File: src/rtl/imm_encoder_pkg.sv
// rtl/imm_encoder_pkg.sv - shared immediate-format and buffer-state encodings
// Purpose: ImmSrc format codes, encoder buffer states and the buffered entry
//          type, shared by the encoder and the decode-stage extender.
// Ports:   none (package).
package imm_encoder_pkg;

  typedef enum logic [2:0] {
    IMM_I = 3'b000,
    IMM_S = 3'b001,
    IMM_B = 3'b010,
    IMM_J = 3'b011,
    IMM_U = 3'b100
  } imm_src_e;

  typedef enum logic [1:0] {
    BUF_EMPTY = 2'b00,
    BUF_ONE   = 2'b01,
    BUF_TWO   = 2'b10
  } buf_state_e;

  typedef struct packed {
    logic [31:0] instr;
    logic        err;
  } entry_t;

endpackage

File: src/rtl/imm_encoder_if.sv
// rtl/imm_encoder_if.sv - request/response handshake bundle of the immediate encoder
// Purpose: groups the request side (in_*) and the encoded-instruction side
//          (out_*) of the encoder.
// Ports:   master drives requests and out_ready; slave is the encoder.
interface imm_encoder_if;

  logic        in_valid;
  logic        in_ready;
  logic [2:0]  ImmSrc;
  logic [31:0] imm;
  logic [31:0] base_instr;
  logic        out_valid;
  logic        out_ready;
  logic [31:0] instr;
  logic        err;

  modport master (
    output in_valid, ImmSrc, imm, base_instr, out_ready,
    input  in_ready, out_valid, instr, err
  );

  modport slave (
    input  in_valid, ImmSrc, imm, base_instr, out_ready,
    output in_ready, out_valid, instr, err
  );

endinterface

File: src/rtl/imm_pack.sv
// rtl/imm_pack.sv - combinational immediate placement and range check
// Purpose: places imm into base_instr according to the format and flags
//          immediates that do not fit, or illegal formats.
// Ports:   imm_src/imm/base_instr in; instr/err out.
module imm_pack
  import imm_encoder_pkg::*;
(
  input  logic [2:0]  imm_src,
  input  logic [31:0] imm,
  input  logic [31:0] base_instr,
  output logic [31:0] instr,
  output logic        err
);

  // A field fits when every bit above its top is a copy of the sign bit.
  logic is_ok;
  logic b_ok;
  logic j_ok;
  logic u_ok;

  assign is_ok = (&imm[31:11]) | ~(|imm[31:11]);
  assign b_ok  = ((&imm[31:12]) | ~(|imm[31:12])) & ~imm[0];
  assign j_ok  = ((&imm[31:20]) | ~(|imm[31:20])) & ~imm[0];
  assign u_ok  = ~(|imm[11:0]);

  always_comb begin
    instr = base_instr;
    err   = 1'b1;
    case (imm_src)
      IMM_I: begin
        instr[31:20] = imm[11:0];
        err          = ~is_ok;
      end
      IMM_S: begin
        instr[31:25] = imm[11:5];
        instr[11:7]  = imm[4:0];
        err          = ~is_ok;
      end
      IMM_B: begin
        instr[31]    = imm[12];
        instr[30:25] = imm[10:5];
        instr[11:8]  = imm[4:1];
        instr[7]     = imm[11];
        err          = ~b_ok;
      end
      IMM_J: begin
        instr[31]    = imm[20];
        instr[30:21] = imm[10:1];
        instr[20]    = imm[11];
        instr[19:12] = imm[19:12];
        err          = ~j_ok;
      end
      IMM_U: begin
        instr[31:12] = imm[31:12];
        err          = ~u_ok;
      end
      default: begin
        instr = base_instr;
        err   = 1'b1;
      end
    endcase
  end

endmodule

File: src/rtl/imm_encoder.sv
// rtl/imm_encoder.sv - immediate encoder with two-entry output buffer and statistics
// Purpose: encodes one immediate per accepted request, buffers results in a
//          main register plus skid register, counts good and errored outputs.
// Ports:   clk, rst_n (async active-low); bus (slave handshake);
//          enc_cnt/err_cnt saturating counters of transferred outputs.
module imm_encoder
  import imm_encoder_pkg::*;
#(
  parameter int CNT_W = 16
) (
  input  logic             clk,
  input  logic             rst_n,
  imm_encoder_if.slave     bus,
  output logic [CNT_W-1:0] enc_cnt,
  output logic [CNT_W-1:0] err_cnt
);

  buf_state_e state;
  entry_t     main_q;
  entry_t     skid_q;
  entry_t     packed_in;
  logic       in_ready_q;
  logic       out_valid_q;
  logic       in_xfer;
  logic       out_xfer;

  imm_pack u_pack (
    .imm_src    (bus.ImmSrc),
    .imm        (bus.imm),
    .base_instr (bus.base_instr),
    .instr      (packed_in.instr),
    .err        (packed_in.err)
  );

  assign in_xfer       = bus.in_valid & in_ready_q;
  assign out_xfer      = out_valid_q & bus.out_ready;
  assign bus.in_ready  = in_ready_q;
  assign bus.out_valid = out_valid_q;
  assign bus.instr     = main_q.instr;
  assign bus.err       = main_q.err;

  // in_ready stays low during reset and rises on the first edge after it,
  // so it is a register tracking the next state rather than a decode of state.
  always_ff @(posedge clk or negedge rst_n) begin
    if (!rst_n) begin
      state       <= BUF_EMPTY;
      main_q      <= '0;
      skid_q      <= '0;
      in_ready_q  <= 1'b0;
      out_valid_q <= 1'b0;
    end else begin
      case (state)
        BUF_EMPTY: begin
          in_ready_q <= 1'b1;
          if (in_xfer) begin
            main_q      <= packed_in;
            state       <= BUF_ONE;
            out_valid_q <= 1'b1;
          end
        end
        BUF_ONE: begin
          if (in_xfer && !out_xfer) begin
            skid_q     <= packed_in;
            state      <= BUF_TWO;
            in_ready_q <= 1'b0;
          end else if (out_xfer && !in_xfer) begin
            state       <= BUF_EMPTY;
            out_valid_q <= 1'b0;
          end else if (out_xfer && in_xfer) begin
            main_q <= packed_in;
          end
        end
        BUF_TWO: begin
          if (out_xfer) begin
            main_q     <= skid_q;
            state      <= BUF_ONE;
            in_ready_q <= 1'b1;
          end
        end
        default: begin
          state       <= BUF_EMPTY;
          in_ready_q  <= 1'b0;
          out_valid_q <= 1'b0;
        end
      endcase
    end
  end

  always_ff @(posedge clk or negedge rst_n) begin
    if (!rst_n) begin
      enc_cnt <= '0;
      err_cnt <= '0;
    end else if (out_xfer) begin
      if (main_q.err) begin
        if (err_cnt != '1) err_cnt <= err_cnt + 1'b1;
      end else begin
        if (enc_cnt != '1) enc_cnt <= enc_cnt + 1'b1;
      end
    end
  end

endmodule

File: src/flat_wrapper.sv
// flat-port wrapper written by rule: the top's interface ports become plain ports
module imm_encoder_flat import imm_encoder_pkg::*;
#(
  parameter int CNT_W = 16
)
  (clk, rst_n, enc_cnt, err_cnt, bus_in_valid, bus_ImmSrc, bus_imm, bus_base_instr, bus_out_ready, bus_in_ready, bus_out_valid, bus_instr, bus_err);
  imm_encoder_if bus_i ();
  input  logic clk;
  input  logic rst_n;
  output logic [CNT_W-1:0] enc_cnt;
  output logic [CNT_W-1:0] err_cnt;
  input wire logic [$bits(bus_i.in_valid)-1:0] bus_in_valid;
  input wire logic [$bits(bus_i.ImmSrc)-1:0] bus_ImmSrc;
  input wire logic [$bits(bus_i.imm)-1:0] bus_imm;
  input wire logic [$bits(bus_i.base_instr)-1:0] bus_base_instr;
  input wire logic [$bits(bus_i.out_ready)-1:0] bus_out_ready;
  output wire logic [$bits(bus_i.in_ready)-1:0] bus_in_ready;
  output wire logic [$bits(bus_i.out_valid)-1:0] bus_out_valid;
  output wire logic [$bits(bus_i.instr)-1:0] bus_instr;
  output wire logic [$bits(bus_i.err)-1:0] bus_err;
  assign bus_i.in_valid = bus_in_valid;
  assign bus_i.ImmSrc = bus_ImmSrc;
  assign bus_i.imm = bus_imm;
  assign bus_i.base_instr = bus_base_instr;
  assign bus_i.out_ready = bus_out_ready;
  assign bus_in_ready = bus_i.in_ready;
  assign bus_out_valid = bus_i.out_valid;
  assign bus_instr = bus_i.instr;
  assign bus_err = bus_i.err;
  imm_encoder #(.CNT_W(CNT_W)) u_core (.clk(clk), .rst_n(rst_n), .bus(bus_i), .enc_cnt(enc_cnt), .err_cnt(err_cnt));
endmodule
File: config.mk
export PLATFORM = sky130hd
export DESIGN_NAME = imm_encoder_flat
export DESIGN_NICKNAME = d
export VERILOG_FILES = /design/src/rtl/imm_encoder_pkg.sv /design/src/rtl/imm_encoder_if.sv /design/src/rtl/imm_pack.sv /design/src/rtl/imm_encoder.sv /design/src/flat_wrapper.sv
export SDC_FILE = /design/constraint.sdc
export NUM_CORES = 1
export LEC_CHECK = 0
export CAP_MARGIN = 20
export CORE_MARGIN = 2
export CORE_UTILIZATION = 45
export CTS_CLUSTER_SIZE = 25
export DETAILED_ROUTE_END_ITERATION = 10
export PLACE_DENSITY = 0.75
export RECOVER_POWER = 25
export SLEW_MARGIN = 10
export SYNTH_ARGS = -nofsm -noshare
export SYNTH_HDL_FRONTEND = slang
export SYNTH_SLANG_ARGS = --single-unit
File: constraint.sdc
create_clock -name clk -period 1.8 [get_ports clk]
set_input_delay 0.36 -clock clk [delete_from_list [all_inputs] [get_ports clk]]
set_output_delay 0.36 -clock clk [all_outputs]
set_load 0.02 [all_outputs]
# After elaboration in Yosys (flattened, before gate mapping)

Index checks and enable logic that the tools add are counted.

Register bits: 102
Output and inout port bits: 67

Add/sub/neg operators: 2
Muxes and demuxes: 23
Reduce and logical (&&, ||, !) cells: 24
Bitwise gates (word level): 16
Equal/unequal tests: 16

Operator list:

| operator                                              | number |
|---|---|
| 2-to-1 mux 33 bit                                     | 5 |
| one-hot mux 33 bit (3 select lines)                   | 1 |
| adder 16 x 1 -> 16 bit, second input constant         | 2 |
| inequality test 16 bit, second input constant         | 2 |
| one-hot mux 7 bit (4 select lines)                    | 1 |
| OR reduction 12 bit                                   | 2 |
| AND reduction 21 bit                                  | 1 |
| OR reduction 21 bit                                   | 1 |
| AND reduction 20 bit                                  | 1 |
| OR reduction 20 bit                                   | 1 |
| one-hot mux 5 bit (3 select lines)                    | 1 |
| AND reduction 12 bit                                  | 1 |
| inequality test 2 x 1 -> 1 bit, second input constant | 5 |
| one-hot mux 5 bit (2 select lines)                    | 1 |
| NOT 1 bit                                             | 9 |
| AND reduction 3 bit                                   | 3 |
| 2-to-1 mux 2 bit                                      | 4 |
| 2-to-1 mux 8 bit                                      | 1 |
| equality test 3 x 2 -> 1 bit, second input constant   | 2 |
| one-hot mux 1 bit (3 select lines)                    | 2 |
| one-hot mux 2 bit (3 select lines)                    | 1 |
| AND reduction 6 bit                                   | 1 |
| 2-to-1 mux 1 bit                                      | 5 |
| AND 1 bit                                             | 4 |
| 16 further kinds                                      | 24 |

# Logic depth before layout (Yosys ltp)

Depth after elaboration: 10
Mapped depth: 7
Gate-level depth less buffers: 5

# Cells and area by module

Synthesis repeated with hierarchy kept, for this count alone.

Cells, all modules: 475
Area, all modules: 5541.6 µm²

By module, submodules not included:

| module      | cells an instance | instances | area an instance (µm²) |
|---|---|---|---|
| imm_encoder | 349               | 1         | 4673.2 |
| imm_pack    | 126               | 1         | 868.3 |

# Least setup slack after synthesis

Ideal clock, no wire load.

Path kind: reg2reg
Start: register u_core.in_ready_q, in the netlist u_core.bus.in_ready
End: register u_core.main_q (netlist bit u_core.bus.instr[10])
Stages on the path, launching flop included: 7
Path slack: 0.075 ns
Required time: 1.675 ns
Buffers on the path: 2
Data arrival time: 1.601 ns
Library setup time: 0.125 ns
Cells stage by stage: dfrtp_1 nand2_1 nor2_2 a22o_1 buf_2 buf_2 mux2_2

Longest elaborated chain between the ends: 5
Elaborated cells on any way between the ends: 10
Classes of those cells: 4 x eq/ne; 1 x bitwise; 5 x reduce/logical

RTL lines:

| item                            | line              | source |
|---|---|---|
| from (decl)                     | imm_encoder.sv:22 | `logic in_ready_q;` |
| from (signal assigned)          | imm_encoder.sv:49 | `in_ready_q <= 1'b0;` |
| from (signal assigned)          | imm_encoder.sv:54 | `in_ready_q <= 1'b1;` |
| from (signal assigned)          | imm_encoder.sv:65 | `in_ready_q <= 1'b0;` |
| AND 1 bit *                     | imm_encoder.sv:35 | `assign in_xfer = bus.in_valid & in_ready_q;` |
| logical NOT 1 bit               | imm_encoder.sv:66 | `end else if (out_xfer && !in_xfer) begin` |
| logical AND 1 bit               | imm_encoder.sv:66 |  |
| inequality test 2 bit (no line) | -                 |  |
| AND reduction 6 bit (no line) * | -                 |  |
| to (signal assigned)            | imm_encoder.sv:56 | `main_q <= packed_in;` |
| to (signal assigned)            | imm_encoder.sv:70 | `main_q <= packed_in;` |
| to (signal assigned)            | imm_encoder.sv:75 | `main_q <= skid_q;` |
| to (decl)                       | imm_encoder.sv:19 | `entry_t main_q;` |

Mark *: on every way between the ends. The rest lies on a longest branch, timed or not.
A chain may end at the register's enable or synchronous reset.

# Final worst setup path

Start: input port bus_imm[29]
End: register u_core.skid_q[0] (netlist name)

Longest elaborated chain between the ends: 6
Elaborated cells on any way between the ends: 18
Classes of those cells: 1 x mux; 11 x bitwise; 6 x reduce/logical

RTL lines:

| item                                                       | line                           | source |
|---|---|---|
| from (decl)                                                | flat_wrapper.sv:14             | `input wire logic [$bits(bus_i.imm)-1:0] bus_imm;` |
| OR reduction 20 bit or OR reduction 12 bit (tied branches) | imm_pack.sv:22, imm_pack.sv:23 |  |
| NOT 1 bit (on tied branches)                               | imm_pack.sv:22, imm_pack.sv:23 |  |
| bitwise OR 1 bit (on tied branches)                        | imm_pack.sv:22, imm_pack.sv:23 |  |
| AND 1 bit (on tied branches)                               | imm_pack.sv:22, imm_pack.sv:23 |  |
| NOT 1 bit (on tied branches)                               | imm_pack.sv:44, imm_pack.sv:51 |  |
| one-hot mux 1 bit (4 select lines) *                       | imm_pack.sv:29                 | `case (imm_src)` |
| to (signal assigned)                                       | imm_encoder.sv:63              | `skid_q <= packed_in;` |
| to (decl)                                                  | imm_encoder.sv:20              | `entry_t skid_q;` |

Marks and branches as above.

==> PnR_summary.wiki <==
{| class="wikitable"
! Metric !! Value
|-
| Routed length per instance || between 15 and 20 um
|-
| Synth unique cells || 51
|-
| Core outline area || roughly 0.011 mm^2
|-
| Clock Skews || approximately 0.0063 ns
|-
| M1 WL || 5950 um
|-
| Number of placed instances, taps included || roughly 840
|-
| Least setup slack across all paths after layout || slightly above 0.04 ns
|-
| Worst-Margin Slew || between 0.8 and 0.9 ns
|-
| Number of synthesized flops with an enable pin || 0
|-
| Leak pwr || roughly 3.7 nW
|-
| Power after layout || approximately 4.7 mW
|-
| Post-layout minimum cycle time || 1.76 ns
|-
| CP cell instances || clkdlybuf4s50_1 -> nor4_1 -> and3_2 -> a2111oi_4 -> nor4_2 -> a31oi_1
|-
| Count leader, synth || sky130_fd_sc_hd__dfrtp_1
|-
| Register area share after synthesis || 49.2%
|-
| Highest net fanout along the worst path || 3
|-
| Layout cells sized above 1 || approximately a fifth
|-
| Final weighted congestion in routability-driven placement || 0.910
|-
| Async set-or-reset flop fraction in the synthesized netlist || 100%
|-
| Worst setup path startpoint || bus_imm[29]
|-
| Highest clock rate || about 570 MHz
|-
| Total iterations of the first detailed-routing run || 4
|-
| Uppermost metal layer occupied by signal nets || met4
|-
| Length of routed met2 wiring || 6740 um
|-
| Yosys Warn Count || 0
|-
| Util after Layout || 67.0%
|-
| CP Data Arrival Time || ~2.0 ns
|-
| Biggest area contributors in the synthesized netlist || sky130_fd_sc_hd__dfrtp_1 (49%), sky130_fd_sc_hd__mux2i_1 (7.9%), sky130_fd_sc_hd__nand2_1 (5.2%)
|-
| Number of rows created at floorplan || 39
|-
| Cell area after technology mapping || 0.00519 mm^2
|-
| Port buffer count || between 100 and 150
|-
| R2R Path Start || u_core.enc_cnt[11]$_DFFE_PN0P_
|-
| Clk root buf || sky130_fd_sc_hd__clkbuf_16
|-
| Count of non-filler cells in the finished layout || 853
|-
| Hold Crit Class || input port to asynchronous set/reset pin
|-
| Kind of end point of the critical path || flop
|-
| TritonCTS clock tree || yes
|-
| Area overhead of the layout relative to synthesis || 46.2%
|-
| Number of antenna violations at the first check in global routing || 0
|-
| Crit-path max cell delay || 0.47 ns
|-
| Area after detailed placement || between 0.007 and 0.008 mm^2
|-
| CTS clock-pin slew for the worst setup and hold paths || about 0.070 ns
|-
| Count of vias placed by the detailed router || between 4,000 and 5,000
|-
| Area share of the leading cell type in the synthesized netlist || slightly below 50%
|-
| Via count of the first global-routing pass || approximately 4,600
|-
| Worst setup slack before clock tree synthesis || -0.444 ns
|-
| Overflow after GRT || 0
|-
| Cell count after synthesis || around 530
|-
| Worst Path Required || about 2 ns
|-
| Die outline area || 0.0124 mm^2
|-
| Post-DR vias/cell || approximately 5.3
|-
| Final Setup Violations || 0
|-
| Net count of the finished layout || ~780
|-
| Number of nets still failing antenna checks after routing || 0
|-
| Ys flop type || sky130_fd_sc_hd__dfrtp_1
|-
| Final worst path period share || 97.7%
|-
| Half-perimeter wire length after placement || between 9000 and 10,000 um
|-
| Sum Neg Setup Slack || 0 ns
|-
| Count of maximum capacitance violations || 0
|-
| Overall Global Routing Usage || a little over a fifth
|-
| Number of diodes added for antenna fixing || 0
|-
| Run status || complete, no violations
|-
| Ports || approximately 140
|-
| # clock sinks || 102
|-
| DRC || 0
|-
| Length of routed met3 wiring || roughly 650 um
|-
| First DRT Iteration DRCs || around 240
|-
| Vertical extent of the die || between 100 and 150 um
|-
| Initial cell density of the core || between 40% and 50%
|-
| First-pass GRT wire length || around 22,000 um
|-
| Number of H-tree levels || 3
|-
| CP max stage cell || sky130_fd_sc_hd__clkdlybuf4s50_1
|-
| Number of max-slew violations in the final report || 0
|-
| Power Dens Cells || around 630 mW/mm^2
|-
| Slew HR || roughly 44%
|-
| Maximum number of pins on one net before global-route repair || 48
|-
| Max rail drop VDD || 840 uV
|-
| CTS buffer count || 9
|-
| Startpoint kind of the worst setup timing path || input port
|-
| Post-synthesis net count || 598
|-
| Clk buf depth || 2
|-
| Worst-case hold slack || approximately 0.41 ns
|-
| Leading cell types by count after synthesis || sky130_fd_sc_hd__dfrtp_1 (102), sky130_fd_sc_hd__nand2_1 (72), sky130_fd_sc_hd__nor2_1 (58)
|-
| Aggregate routed wire length || about 13,000 um
|-
| Post-route standard cell area excluding fillers || around 0.0076 mm^2
|-
| Die X-Extent || around 110 um
|-
| Largest area contributor in the netlist || sky130_fd_sc_hd__dfrtp_1
|-
| Latest clock arrival within the worst-skew pair || ~0.35 ns
|-
| Synthesized area per cell || around 10 um^2
|-
| Worst Path Class, Setup || input port to flop
|-
| Total count of hold-check failures in the final report || 0
|-
| Number of storage elements in the synthesis netlist || approximately 100
|}
worst max-delay path: cells and delay by family:
family          cells  cell delay (ns)
compound gates      2             0.22
buf+inv             1             0.47
simple gates        3             0.93
final timing paths:
check / slack (ns) / depth (start not counted) / to
hold reg to reg: 0.47 / 2 / u_core.skid_q[1]$_DFFE_PN0P_
hold / removal: 0.41 / 2 / u_core.bus.instr[10]$_DFFE_PN0P_
setup reg to reg: 0.16 / 4 / u_core.enc_cnt[1]$_DFFE_PN0P_
max in group asynchronous: 0.33 / 3 / u_core.bus.instr[4]$_DFFE_PN0P_
setup / recovery: 0.04 / 6 / u_core.skid_q[0]$_DFFE_PN0P_
min in group clk: 0.44 / 3 / u_core.skid_q[14]$_DFFE_PN0P_
flip-flops by register name, indices dropped and copies added (netlist names):
signal / count
u_core.bus.err: 1
u_core.bus.instr: 32
u_core.err_cnt: 16
u_core.enc_cnt: 16
u_core.skid_q: 33
u_core.bus.out_valid: 1
u_core.state: 2
u_core.bus.in_ready: 1
where the power goes:
part	total, mW	internal (mW)	leakage (nW)	switching [mW]
logic	0.503	0.274	2.12	0.229
registers	2.29	2.29	1.41	0
clock network	1.95	1.15	0.149	0.806
final cells by class:
cell class | count | area [um^2]
fillers | 862 | 3740
multi-input cells | 391 | 2610
flip-flops and latches | 102 | 2550
repair buffers | 199 | 1930
clock buffers | 12 | 256
well taps | 143 | 179
clock inverters | 3 | 43.8
inverters | 3 | 11.3
layer usage:
layer / up-vias / global-route usage (%)
li1: 2214 / -
met1: 2221 / 28.4
met2: 103 / 36.3
met3: 12 / 6.37
met4: 0 / 5.02
met5: - / 0
placed cells by master, fill, tap and decap left out, types with 3 or more instances in the layout:
| master | n |
|---|---|
| sky130_fd_sc_hd__buf_12 | 4 |
| sky130_fd_sc_hd__inv_1 | 3 |
| sky130_fd_sc_hd__and4_1 | 3 |
| sky130_fd_sc_hd__nand4_1 | 16 |
| sky130_fd_sc_hd__dlymetal6s2s_1 | 18 |
| sky130_fd_sc_hd__a21oi_1 | 41 |
| sky130_fd_sc_hd__buf_4 | 54 |
| sky130_fd_sc_hd__o21ai_0 | 21 |
| sky130_fd_sc_hd__nor3_1 | 3 |
| sky130_fd_sc_hd__nand2b_1 | 4 |
| sky130_fd_sc_hd__nor4_2 | 3 |
| sky130_fd_sc_hd__xnor2_1 | 24 |
| sky130_fd_sc_hd__a31oi_1 | 4 |
| sky130_fd_sc_hd__a221oi_2 | 3 |
| sky130_fd_sc_hd__clkbuf_16 | 9 |
| sky130_fd_sc_hd__clkdlybuf4s50_1 | 109 |
| sky130_fd_sc_hd__nor4_1 | 5 |
| sky130_fd_sc_hd__xor2_1 | 7 |
| sky130_fd_sc_hd__nand2_1 | 71 |
| sky130_fd_sc_hd__mux2i_1 | 34 |
| sky130_fd_sc_hd__nand3_1 | 16 |
| sky130_fd_sc_hd__nor2_1 | 57 |
| sky130_fd_sc_hd__mux2_2 | 23 |
| sky130_fd_sc_hd__dfrtp_1 | 101 |
| sky130_fd_sc_hd__and3_1 | 9 |
| sky130_fd_sc_hd__dlygate4sd2_1 | 9 |
| sky130_fd_sc_hd__mux2i_2 | 7 |
what timing repair did:
item | 4_1_cts | 5_1_grt
setup buffers | 2 | 0
hold endpoints to repair | 14 | 0
resized for setup | 16 | 41
pin swaps | 4 | 8
hold buffers | 1 | 0
endpoints found under the setup margin | 20 | 54
gates cloned | 0 | 0
kinds of logic (layout without fill, tap and decap cells):
| family | count (synthesis) | in the layout | share of synthesized area, % |
|---|---|---|---|
| buf+inv | 32 | 217 | 2.77 |
| simple gates | 205 | 205 | 18.7 |
| flops | 102 | 102 | 49.2 |
| mux | 66 | 66 | 13.4 |
| xor+xnor | 31 | 31 | 5.24 |
| fa+ha+maj | 2 | 2 | 0.482 |
| compound gates | 87 | 87 | 10.2 |
Power figures use the tool's default switching activity.
==> RTL change: new RTL, config.mk and constraints unchanged <==
`CNT_W` is set to 16 in 2 places; all go to 20.
--- a/src/rtl/imm_encoder.sv
+++ b/src/rtl/imm_encoder.sv
@@ -7,5 +7,5 @@
   import imm_encoder_pkg::*;
 #(
-  parameter int CNT_W = 16
+  parameter int CNT_W = 20
 ) (
   input  logic             clk,
--- a/src/flat_wrapper.sv
+++ b/src/flat_wrapper.sv
@@ -2,5 +2,5 @@
 module imm_encoder_flat import imm_encoder_pkg::*;
 #(
-  parameter int CNT_W = 16
+  parameter int CNT_W = 20
 )
   (clk, rst_n, enc_cnt, err_cnt, bus_in_valid, bus_ImmSrc, bus_imm, bus_base_instr, bus_out_ready, bus_in_ready, bus_out_valid, bus_instr, bus_err);
Interface: changed (resized enc_cnt and err_cnt); port bits go from 138 to 146. No check against the original RTL was run, so the function may have changed too.
==> RTL change against the unedited design <==
The flow now finishes with violations (setup timing); non-clock buffer count is 54 higher; final area up 13%; synthesized area is 9.0% higher; final cell count is 15% higher; clock skew grew 0.0032 ns; wire length increased by 17%; largest cell class unchanged; critical endpoint unchanged; total power is 4.8% higher; register-to-register slack worse by 0.12 ns; utilization up 3.7 points; sequential cell count increased by 8; fmax down 3.0%; setup slack lost 0.055 ns; count of clock-buffer cells in the layout up 1.
==> RTL change: results (changes against the unedited design) <==
The maximum resistive drop on vdd is 0.401 mV (was 0.840 mV). The final RePlAce weighted congestion came out at 0.928 (was 0.910). Ranking of synthesized cells by instance count: sky130_fd_sc_hd__dfrtp_1, sky130_fd_sc_hd__nand2_1, sky130_fd_sc_hd__nor2_1 (unchanged). The clock skew is 0.00945 ns (was 0.00628 ns). The data arrival time of the worst path was 2.02 ns (was 1.97 ns). The total cell area at the placement stage came out at 8040 µm² (was 7130 µm²). The detailed-route via count came out at 5285 (was 4550). The slew at the pin closest to its max-slew limit came out at 0.872 ns (was 0.838 ns). The sequential area share after synthesis is 48.7% (was 49.2%).

The violation count after the first detailed-routing iteration came to 327 (was 238). The sum of routed wire length over all layers came out at 15800 µm (was 13500 µm). The adder-cell area share of the yosys netlist is 0.443% (was 0.483%).

Synth area leaders: sky130_fd_sc_hd__dfrtp_1, sky130_fd_sc_hd__mux2i_1, sky130_fd_sc_hd__nand2_1 (unchanged). The buffer cell driving the clock tree root was sky130_fd_sc_hd__clkbuf_16 (unchanged). The half-perimeter wire length after detailed placement came to 11400 µm (was 9800 µm). The maximum number of pins on one net before global-route repair is 65 (was 48). The via count of the first global-routing pass came out at 5237 (was 4572). The final reports fail on setup timing. The total global-route track usage is 23.0% (was 21.8%).

The number of endpoints failing setup at the final stage was 2 (was 0). The first-pass GRT wire length is 24500 µm (was 22100 µm). The met2 global-route usage came out at 37.9% (was 36.3%). The met1 capacity usage during global routing came to 30.4% (was 28.4%).

The pre-CTS setup slack came out at -0.477 ns (was -0.444 ns). The number of iterations in the first detailed-routing pass came out at 5 (was 4). The final worst setup slack came to -0.0135 ns (was 0.0412 ns). The detailed-route wire length per cell came out at 16.1 µm (was 15.8 µm). The mux contribution to synthesized area is 12.4% (was 13.4%).

The total nets after synthesis came out at 648 (was 598). The largest stage delay on the critical path came out at 0.52 ns (was 0.47 ns). The xor and xnor area share after synthesis is 5.73% (was 5.24%). Run status: finished with violations (was finished, final reports clean). The total leakage power is 0.00433 µW (was 0.00368 µW). The layout cell share with drive strength beyond 1 came out at 21.6% (was 18.9%).

The distinct cell type count of the synthesized netlist is 58 (was 51). The number of cells after detailed placement is 962 (was 835). The number of instances in the synthesized netlist is 575 (was 525). The count of input and output buffers came out at 145 (was 137). The final layout net count is 883 (was 779).
[RTL change: timing repair]
action,in CTS,in global routing
gates resized for setup,29,60
hold buffers,1,0
endpoints found under the hold margin,2,0
setup buffers,1,3
endpoints found under the setup margin,45,73
pin swaps,5,15
[RTL change: per-stage QoR]
stage / util (%) / setup TNS (ns)
floorplan: - / 0
global placement: 66.4 / -21.94
detailed placement: 66.4 / -25.19
CTS: 68.9 / -0.00959
global route: 70.7 / -0.152
finish: 70.7 / -0.0168
[RTL change: worst paths after layout]
path	startpoint	to	slack [ns]	cells after the start
worst min register to register	u_core.skid_q[1]	u_core.skid_q[1]	0.48	2
worst max register to register	u_core.err_cnt[7]	u_core.err_cnt[7]	0.04	6
worst max-delay path	bus_imm[23]	u_core.skid_q[0]	-0.01	7
worst min-delay path	rst_n	u_core.bus.instr[18]	0.35	2
min in group clk	bus_out_ready	u_core.bus.out_valid	0.45	4
max in group asynchronous	rst_n	u_core.enc_cnt[11]	0.29	3
[RTL change: critical path, delay by kind of cell]
kind / cells / cell delay, ns
buffers and inverters: 2 / 0.68
and+or+nand+nor: 2 / 0.47
AOI/OAI and AO/OA: 3 / 0.53
[RTL change: power breakdown]
part	internal [µW]	switching, µW	total (µW)
registers	2470	0	2470
clock network	1120	873	1990
logic	275	238	513
total	3870	1110	4980
[RTL change: metal layers]
metal / wire (µm) / up-vias
li1: - / 2521
met1: 6940 / 2556
met2: 7650 / 189
met3: 1050 / 19
met4: 199 / 0
met5: 0 / -
[RTL change: cell type report]
cell class,instances,area (µm²)
clock buffers,13,250
clock inverters,3,43.8
inverters,7,26.3
well taps,168,210
multi-input cells,429,2920
flip-flops and latches,110,2750
repair buffers,253,2360
fillers,915,3550
